<file path="config.mk">
export PLATFORM = sky130hd
export DESIGN_NAME = axi_cmd_arbiter
export DESIGN_NICKNAME = d
export VERILOG_FILES = /design/src/rtl/axi_cmd_arbiter.sv
export SDC_FILE = /design/constraint.sdc
export NUM_CORES = 1
export LEC_CHECK = 0
export ABC_AREA = 1
export BUFFER_PORTS_ARGS = -buffer_cell sky130_fd_sc_hd__buf_2
export CAP_MARGIN = 15
export CORE_MARGIN = 2
export CORE_UTILIZATION = 32
export DETAILED_ROUTE_END_ITERATION = 10
export SLEW_MARGIN = 30
export SYNTH_ARGS = -nofsm -noshare
export SYNTH_HDL_FRONTEND = slang
export SYNTH_SLANG_ARGS = --single-unit
</file>
<file path="constraint.sdc">
create_clock -name clk -period 4.6 [get_ports clk]
set_input_delay 0.69 -clock clk [delete_from_list [all_inputs] [get_ports clk]]
set_output_delay 0.69 -clock clk [all_outputs]
set_load 0.01 [all_outputs]
</file>
<file path="src/rtl/axi_cmd_arbiter.sv">
// Two-requester round-robin arbiter in front of a single AXI-lite master command port.
// Holds one command in flight, times it out if the master never completes, and returns data/err to the owner.
//   state     | meaning
//   IDLE      | sample requests, latch the winner's command
//   START     | one-cycle axi_wr/axi_rd pulse, timeout counter cleared
//   WAIT_BUSY | waiting for axi_busy to rise
//   WAIT_DONE | waiting for axi_busy to fall (completion)
//   RESP      | one-cycle ack to the owner, last-served updated
module axi_cmd_arbiter #(
    parameter int unsigned TIMEOUT_CYCLES = 1024
) (
    input  logic        clk,
    input  logic        reset,
    input  logic        r0_req,
    input  logic        r0_we,
    input  logic [31:0] r0_addr,
    input  logic [31:0] r0_wdata,
    output logic        r0_ack,
    output logic [31:0] r0_rdata,
    output logic        r0_err,
    input  logic        r1_req,
    input  logic        r1_we,
    input  logic [31:0] r1_addr,
    input  logic [31:0] r1_wdata,
    output logic        r1_ack,
    output logic [31:0] r1_rdata,
    output logic        r1_err,
    output logic [31:0] axi_addr,
    output logic [31:0] axi_data_in,
    input  logic [31:0] axi_data_out,
    output logic        axi_wr,
    output logic        axi_rd,
    input  logic        axi_busy,
    input  logic        axi_err,
    output logic        grant,
    output logic        active
);

    typedef enum logic [2:0] {IDLE, START, WAIT_BUSY, WAIT_DONE, RESP} state_t;

    localparam logic [15:0] CNT_LAST      = 16'(TIMEOUT_CYCLES - 1);
    localparam logic [31:0] TIMEOUT_RDATA = 32'hDEAD_BEEF;

    state_t      state, state_nxt;
    logic [15:0] cnt, cnt_nxt;
    logic        we, we_nxt;
    logic        last, last_nxt;
    logic [31:0] addr_nxt, data_nxt, r0_rdata_nxt, r1_rdata_nxt;
    logic        wr_nxt, rd_nxt, r0_ack_nxt, r1_ack_nxt, r0_err_nxt, r1_err_nxt;
    logic        grant_nxt, active_nxt;
    logic        win, timeout, go_resp, resp_err;
    logic [31:0] resp_rdata;

    always_comb begin
        state_nxt    = state;
        cnt_nxt      = cnt;
        we_nxt       = we;
        last_nxt     = last;
        addr_nxt     = axi_addr;
        data_nxt     = axi_data_in;
        grant_nxt    = grant;
        r0_rdata_nxt = r0_rdata;
        r1_rdata_nxt = r1_rdata;
        wr_nxt       = 1'b0;
        rd_nxt       = 1'b0;
        r0_ack_nxt   = 1'b0;
        r1_ack_nxt   = 1'b0;
        r0_err_nxt   = 1'b0;
        r1_err_nxt   = 1'b0;
        go_resp      = 1'b0;
        resp_err     = 1'b0;
        resp_rdata   = TIMEOUT_RDATA;
        win          = (r0_req && r1_req) ? ~last : r1_req;
        // The compare includes the current wait cycle, so the ack lands TIMEOUT_CYCLES after START.
        timeout      = ((cnt + 16'd1) == CNT_LAST);

        case (state)
            IDLE: begin
                if (r0_req || r1_req) begin
                    we_nxt    = win ? r1_we    : r0_we;
                    addr_nxt  = win ? r1_addr  : r0_addr;
                    data_nxt  = win ? r1_wdata : r0_wdata;
                    grant_nxt = win;
                    wr_nxt    = we_nxt;
                    rd_nxt    = ~we_nxt;
                    state_nxt = START;
                end
            end
            START: begin
                cnt_nxt   = '0;
                state_nxt = WAIT_BUSY;
            end
            WAIT_BUSY: begin
                cnt_nxt = cnt + 16'd1;
                if (timeout) begin
                    go_resp  = 1'b1;
                    resp_err = 1'b1;
                end else if (axi_busy) begin
                    state_nxt = WAIT_DONE;
                end
            end
            WAIT_DONE: begin
                cnt_nxt = cnt + 16'd1;
                if (!axi_busy) begin
                    go_resp    = 1'b1;
                    resp_err   = axi_err;
                    resp_rdata = axi_data_out;
                end else if (timeout) begin
                    go_resp  = 1'b1;
                    resp_err = 1'b1;
                end
            end
            RESP: begin
                last_nxt  = grant;
                state_nxt = IDLE;
            end
            default: state_nxt = IDLE;
        endcase

        if (go_resp) begin
            state_nxt = RESP;
            if (grant) begin
                r1_ack_nxt = 1'b1;
                r1_err_nxt = resp_err;
                if (!we) r1_rdata_nxt = resp_rdata;
            end else begin
                r0_ack_nxt = 1'b1;
                r0_err_nxt = resp_err;
                if (!we) r0_rdata_nxt = resp_rdata;
            end
        end

        active_nxt = (state_nxt != IDLE);
    end

    always_ff @(posedge clk or posedge reset) begin
        if (reset) begin
            state       <= IDLE;
            cnt         <= '0;
            we          <= 1'b0;
            last        <= 1'b1;
            axi_addr    <= '0;
            axi_data_in <= '0;
            axi_wr      <= 1'b0;
            axi_rd      <= 1'b0;
            grant       <= 1'b0;
            active      <= 1'b0;
            r0_ack      <= 1'b0;
            r0_err      <= 1'b0;
            r0_rdata    <= '0;
            r1_ack      <= 1'b0;
            r1_err      <= 1'b0;
            r1_rdata    <= '0;
        end else begin
            state       <= state_nxt;
            cnt         <= cnt_nxt;
            we          <= we_nxt;
            last        <= last_nxt;
            axi_addr    <= addr_nxt;
            axi_data_in <= data_nxt;
            axi_wr      <= wr_nxt;
            axi_rd      <= rd_nxt;
            grant       <= grant_nxt;
            active      <= active_nxt;
            r0_ack      <= r0_ack_nxt;
            r0_err      <= r0_err_nxt;
            r0_rdata    <= r0_rdata_nxt;
            r1_ack      <= r1_ack_nxt;
            r1_err      <= r1_err_nxt;
            r1_rdata    <= r1_rdata_nxt;
        end
    end

endmodule

</file>
Word-level counts from Yosys, hierarchy flattened
Cells that the tools add are included.
{ "totals": {"reg_bits": 157, "latchBits": 0, "ramBits": 0, "romBits": 0, "input_bits": 168, "out_inout_bits": 136, "word_cells": 64, "memories": 0} }
{ "classes": {"add_sub_neg": 1, "multipliers": 0, "div_mod_pow": 0, "magnitude_cmp": 0, "eq_ne": 5, "n_shift": 0, "muxes": 29, "bitwise_logic": 4, "n_reduce_logical": 9} }
{ "op_table": {"columns": ["cell", "count"], "rows": [
  ["$mux W32", 4],
  ["$pmux W16 S2", 1],
  ["$mux W1", 17],
  ["$add A16 B1 Y16 const B", 1],
  ["$eq A16 B10 Y1 const B", 1],
  ["$mux W3", 4],
  ["$pmux W3 S4", 1],
  ["$eq A3 B2 Y1 const B", 2],
  ["$reduce_and A3 Y1", 2],
  ["$not A1 Y1", 4],
  ["$pmux W1 S2", 2],
  ["$eq A3 B1 Y1 const B", 1],
  ["$eq A3 B3 Y1 const B", 1],
  ["$logic_not A3 Y1", 1],
  ["$reduce_bool A3 Y1", 1],
  ["$reduce_and A2 Y1", 1],
  ["$reduce_bool A2 Y1", 1],
  ["$reduce_or A2 Y1", 1],
  ["$logic_and A1 B1 Y1", 1],
  ["$logic_or A1 B1 Y1", 1]
]} }

Longest topological paths before layout
Gate-level depths: netlist of run 1.
{ "depth": {"ltp_word": 7, "mapped_depth": 15} }

Worst setup path after synthesis of run 1
OpenSTA, ideal clock, no wires.
{ "synth_path": {"kind": "reg-to-reg", "from": "register cnt[1]", "to": "register r1_rdata[0]", "setup_time_ns": 0.117, "t_arrival_ns": 1.887, "required_ns": 4.483, "path_slack_ns": 2.596, "path_stages_with_launch": 16, "path_buffers": 1, "cell_sequence": "dfrtp_1 -> ha_1 -> nand2_1 -> nor2_2 -> nand2_1 -> nand2_1 -> nand3_1 -> nor2_1 -> nand2_1 -> nor2_1 -> nand3_1 -> nand2_2 -> nand2_1 -> buf_2 -> nand2_1 -> nand2_1"} }
{ "synth_between": {"elab_chain_cells": 6} }
{ "synth_rtl": {"columns": ["item", "line", "rtl"], "rows": [
  ["from (decl)", "45", "logic [15:0] cnt, cnt_nxt;"],
  ["from (signal assigned)", "156", "cnt <= cnt_nxt;"],
  ["$add A16 B1 Y16 *", "75", "timeout = ((cnt + 16'd1) == CNT_LAST);"],
  ["$eq A16 B10 Y1 *", "75", null],
  ["$mux W1 *", "95, 108", null],
  ["$mux W1", "104", "if (!axi_busy) begin"],
  ["$pmux W1 S2 *", "77", "case (state)"],
  ["$reduce_and A3 Y1 (no source line) *", null, null],
  ["to (signal assigned)", "170", "r1_rdata <= r1_rdata_nxt;"],
  ["to (decl)", "26", "output logic [31:0] r1_rdata,"]
]} }
Every way passes the cells marked *; elsewhere a longest branch is shown, timed or not.
A chain may end at the register's enable or synchronous reset.

Worst setup path in the final report of run 1
{ "layout_path": {"from": "register state[2]", "to": "register r1_rdata[28]"} }
{ "layout_between": {"elab_chain_cells": 3, "word_cells_on_any_way": 5, "cone_classes": "eq/ne (2); mux (2); reduce/logical (1)"} }
{ "layout_rtl": {"columns": ["item", "line", "rtl"], "rows": [
  ["from (decl)", "44", "state_t state, state_nxt;"],
  ["from (signal assigned)", "155", "state <= state_nxt;"],
  ["$eq A3 B2 Y1", "77", null],
  ["$pmux W1 S2", "77", null],
  ["$reduce_and A3 Y1 (no source line)", null, null]
]} }
Parallel ways exist; a longest one is shown, timed or not.

==> run summary, run 1 <==
PwrDens: 638.1 nW/um2
Residual DRC: 0
Worst-case reg-to-reg path depth: 10
Simple-Gate Fraction of Synth Area: 0.2836
Post-cts resize count: 0
Switching Share: 0.4163
Share of the synthesized area in the top cell type: 0.5455
P_leak: 4.950 nW
Status: finished clean
Comb pwr share: 0.382
Area leader, netlist: dfrtp_1
Final RePlAce weighted congestion: 0.8578
Seq/Total Area, Yosys: 0.5492
Fmax achieved: 344.4 MHz
P&R area growth vs syn: 33.17%
Crit share post-route: 0.6313
Critical Path RT: 4.90 ns
Cell Area, Placed: 8892 um2
Buffer depth of the longest clock path: 2
YS warnings: 0
Max FO, Critical Path: 52
Worst-Margin Slew: 0.7842 ns
Metal2 WL: 11080 um
Met3 WL: 2028 um
Clock Tree Root: clkbuf_16
Max VDD drop: 0.2453 mV
Nets@finish: 1336
Flop pwr share: 0.383
Ports: 304
Endpoints failing hold: 0
Startpoint types: flop
Ranking of synthesized cells by area: dfrtp_1 55%, nand2_1 14%, o21ai_0 9.8%
CTS sink cnt: 157
Hold_buf cts: 0
Clock network fraction of design power: 0.235
Unrepaired setup endpoints after global routing: false
Number of I/O port buffers: 303
DRT antenna net count: 0
DR WL/cell: 16.12 um
TritonCTS clock tree: built
Cell Area, Synth: 7156 um2
Pin count of the biggest net entering global routing: 158
Vias in the first global route: 6902
Post-Synth Adder-Cell Area: 0.003497
Critical Path Start: state[2]
Share of cells above drive strength 1: 0.3291
Via/cell ratio: 4.756
Most common cell after layout, fill and taps aside: buf_2
Top sig layer: met5
Worst setup path class: flop to flop
CP Capture Type: flop
Post-synthesis xor/xnor area fraction: 0.003672
Worst-path clk slew: 0.08 ns
Chip width: 153.5 um
Die Y: 153.5 um
Distinct cells, synth: 27
Post-synthesis mux area share: 0
Clock H-tree levels: 4
Switching pwr: 2.531 mW
Post-DP HPWL: 16420 um
Routed wire length: 23570 um
Wl on met1: 10100 um
Row cnt: 54
Synth Instances: 885
WP data arrival: 3.21 ns
Setup ws final: 1.696 ns
Pint: 3.549 mW
Clk_skew: 0.01126 ns
Final Cell Area: 9529 um2
MaxCap Viol Count: 0
Mean post-synth cell area: 8.085 um2
# setup viols final: 0
Setup Buffers After CTS: 0
Reg2reg start: state[2]
Core area: 21890 um2
Syn Nets: 1055
Global route total overflow: 0
HP Class: input port to asynchronous set/reset pin
R2r setup slk: 1.70 ns
First-pass GRT wire length: 37540 um
R2R Path End: r1_rdata[28]
Final Critical Period: 2.904 ns
Full die area: 23570 um2
Setup Total Neg Slack: 0 ns
Vias: 6953
Pre-CTS setup slack: 1.697 ns
Starting Density: 0.3269
DR iter-0 viols: 436
Initial antenna violation count: 7
Post-synthesis compound-gate area fraction: 0.1091
Largest family of logic cells by synthesized area: simple AND/OR/NAND/NOR gates
Seq cells post-synth: 157
Total CTS buffers: 17
Drt first pass iters: 5
Most frequent cells in the layout: 303 x buf_2, 262 x nand2_1, 156 x dfrtp_1, 140 x o21ai_0, 100 x nor2_1
Tot GR Track Use: 0.1993
Slew Limit Fails: 0
Relative slew slack: 0.4772
Clk_lat worst skew: 0.42 ns
-- power groups by stage --
stage	clock network [mW]	registers, mW	logic [mW]
floorplan	0	2.57	1.09
global placement	0	2.34	2.32
detailed placement	0	2.34	2.36
CTS	1.46	2.33	2.35
global route	1.53	2.41	2.62
finish	1.43	2.33	2.32
-- worst max-delay path by stage --
stage,slack [ns],depth (start not counted),end
floorplan,1.92,1,active
global placement,1.72,11,r1_rdata[21]
detailed placement,1.70,11,r1_rdata[7]
CTS,1.69,11,r1_rdata[28]
global route,1.43,11,r1_rdata[28]
finish,1.70,10,r1_rdata[28]
-- critical path, cell delays in order, from the launching register on --
cell	delay (ns)
dfrtp_1	0.42
inv_1	0.07
nand2_1	0.35
nor2_1	0.08
inv_1	0.30
nor2_1	0.07
inv_1	0.51
nand2_2	0.36
buf_4	0.40
nand3_1	0.13
nand2_1	0.06
-- sequential cells by signal, indices dropped and copies added, names as in the netlist --
signal,count
axi_data_in,32
r1_err,1
active,1
r0_ack,1
r1_rdata,32
axi_wr,1
grant,1
last,1
r1_ack,1
state,3
r0_err,1
r0_rdata,32
axi_addr,32
cnt,16
axi_rd,1
we,1
-- cell families (layout without fill, tap and decap cells) --
| kind of cell | count (synthesis) | in the layout |
|---|---|---|
| fa+ha+maj | 2 | 2 |
| xor+xnor | 3 | 3 |
| simple gates | 485 | 485 |
| buf+inv | 85 | 379 |
| other cells | 0 | 3 |
| compound gates | 153 | 153 |
| flops | 157 | 157 |
-- metal layers --
layer  vias up  track usage
met3        26      0.07413
met4         8      0.05461
met2       265       0.3162
met1      3220       0.2574
li1       3434            -
met5         -            0
-- cell usage after synthesis --
master	n
nand3_1	77
buf_2	9
o21ai_1	1
or2_2	25
dfstp_2	1
nand2_1	263
nand4_1	7
buf_4	1
a31oi_1	1
ha_1	2
xnor2_1	1
a32o_1	1
nand2_2	2
nor2_1	103
clkbuf_1	37
xor2_1	2
nor2_4	2
nor2_2	4
a21oi_1	3
inv_2	1
inv_1	32
o21ai_0	140
buf_6	4
dfrtp_1	156
o22ai_1	7
buf_1	1
nor3_1	2
-- stage by stage --
step | util | std cells | hold slack, ns | power [mW]
after floorplan | - | 885 | 0.4604 | 3.658
after global placement | 0.4062 | 1426 | 0.4497 | 4.664
after detailed placement | 0.4062 | 1426 | 0.4544 | 4.700
after CTS | 0.4336 | 1458 | 0.4709 | 6.148
after global routing | 0.4353 | 1462 | 0.2967 | 6.561
final | 0.4353 | 1462 | 0.2976 | 6.080
-- area by class of cell --
type	instances	area (um2)
fill	2275	12360
sequential	157	3930
multi-input combinational	643	2883
timing repair buffer	314	1632
clock buffer	17	425.4
tap	280	350.3
clock inverter	15	173.9
inverter	33	127.6
antenna	3	7.507
Note: power is estimated with default switching activity, not from simulation.
==> run 2, diff against run 1 <==
==> constraint.sdc (replaced) <==
create_clock -name clk -period 2.9 [get_ports clk]
set_input_delay 0.435 -clock clk [delete_from_list [all_inputs] [get_ports clk]]
set_output_delay 0.435 -clock clk [all_outputs]
set_load 0.01 [all_outputs]
==> run summary, run 2 (same netlist as run 1, synthesis figures left out) <==
Number of I/O port buffers: 303
Residual DRC: 0
DRT antenna net count: 0
Crit path to: r1_rdata[28]
Vias in the first global route: 6938
Share of cells above drive strength 1: 0.3288
Final Critical Period: 2.552 ns
Power Total: 9.724 mW
First-pass GRT wire length: 37860 um
MaxCap Viol Count: 0
Most common cell after layout, fill and taps aside: buf_2
Global route total overflow: 0
Vias: 7011
Worst setup path class: flop to flop
Final Cell Area: 9558 um2
Core area: 21890 um2
R2R Path End: r1_rdata[28]
Via/cell ratio: 4.782
Full die area: 23570 um2
Clock Tree Root: clkbuf_16
Slew Limit Fails: 0
Max FO, Critical Path: 32
Endpoints failing hold: 0
Register Area: 3930 um2
Drt first pass iters: 5
Nets@finish: 1340
Die Y: 153.5 um
Worst-case reg-to-reg path depth: 15
PwrDens: 1017 nW/um2
Crit share post-route: 0.8799
Most frequent cells in the layout: 303 x buf_2, 262 x nand2_1, 156 x dfrtp_1, 140 x o21ai_0, 101 x nor2_1
Ports: 304
Worst-Margin Slew: 0.7732 ns
Pin count of the biggest net entering global routing: 72
Total CTS buffers: 17
R2r setup slk: 0.35 ns
Final Hold Slack: 0.2290 ns
Relative slew slack: 0.4845
Setup Buffers After CTS: 0
# setup viols final: 0
Multi-input gate area: 2885 um2
Row cnt: 54
Final RePlAce weighted congestion: 0.8349
Status: finished clean
Startpoint types: flop
Chip width: 153.5 um
Worst-path clk slew: 0.06 ns
DR WL/cell: 16.16 um
Max VDD drop: 0.4117 mV
P&R area growth vs syn: 33.57%
Clk_lat worst skew: 0.43 ns
DR iter-0 viols: 359
HP Class: input port to asynchronous set/reset pin
Initial antenna violation count: 4
WP data arrival: 2.86 ns
Starting Density: 0.3269
Reg2reg start: cnt[1]
CP Capture Type: flop
Buffer depth of the longest clock path: 2
Unrepaired setup endpoints after global routing: false
Routed wire length: 23690 um
TritonCTS clock tree: built
Fmax achieved: 391.9 MHz
Post-DP HPWL: 16790 um
Setup Total Neg Slack: 0 ns
Tot GR Track Use: 0.2003
Cell Area, Placed: 8955 um2
Critical Path Start: cnt[1]
CTS sink cnt: 157
Critical Path RT: 3.21 ns
Clock H-tree levels: 4
Fillers: 2256
Clk_skew: 0.01263 ns
Final core utilization: 0.4366
P_leak: 4.979 nW
==> run 2: changes by cell type in the layout (fill, tap and decap cells not counted), moves of 2 or more <==
cell,delta
buf_4,+3
clkinv_8,-3
clkinvlp_4,-3
buf_12,+2
inv_6,+2
==> run 2: stage by stage <==
step	setup WS [ns]	instances
floorplan	0.4789	885
global placement	0.4440	1431
detailed placement	0.3491	1431
CTS	0.3332	1463
global route	0.03423	1465
finish	0.3482	1466
==> run 2: layout make-up <==
class / count / share of cell area
diodes: 3 / 0.0007854
flip-flops and latches: 157 / 0.4112
clock inverters: 13 / 0.01545
multi-input cells: 643 / 0.3019
clock buffers: 19 / 0.04634
well taps: 280 / 0.03665
inverters: 33 / 0.01335
repair buffers: 318 / 0.1744
==> run 2: how the worst min path moves through the flow <==
stage	from	to	slack [ns]	cells past startpoint
finish	reset	cnt[1]	0.23	3
global route	r1_addr[17]	axi_addr[17]	0.27	3
detailed placement	r1_rdata[21]	r1_rdata[21]	0.45	2
global placement	r1_rdata[23]	r1_rdata[23]	0.45	2
CTS	reset	r0_rdata[20]	0.25	3
floorplan	state[2]	last	0.46	1
==> run 2: critical path, cell delays in order, from the launching register on <==
cell and delay (ns):
dfrtp_1 0.41, ha_1 0.27, nand3_1 0.17, nor2_1 0.21, nand3_1 0.10, nand2_1 0.07, nand2_1 0.05, inv_1 0.07
nand2_1 0.08, nor2_2 0.13, nand3_1 0.14, nand2_4 0.21, nand2_1 0.07, buf_4 0.26, nand2_1 0.10, nand2_1 0.05
==> run 2: power by group <==
| group | internal (mW) | total (mW) | switching (mW) |
|---|---|---|---|
| logic | 1.37 | 3.73 | 2.36 |
| clock network | 1.25 | 2.28 | 1.03 |
| registers | 3.14 | 3.71 | 0.570 |
==> run 2: per-layer routing <==
metal	track usage	routed length [um]
met1	0.2593	10130
met2	0.3223	11320
met3	0.06933	1946
met4	0.05111	268
met5	0	24
==> run 2: timing repair <==
action	in CTS	in global routing
setup endpoints to repair	0	48
hold endpoints to repair	0	0
hold buffers	0	0
gates resized for setup	0	1
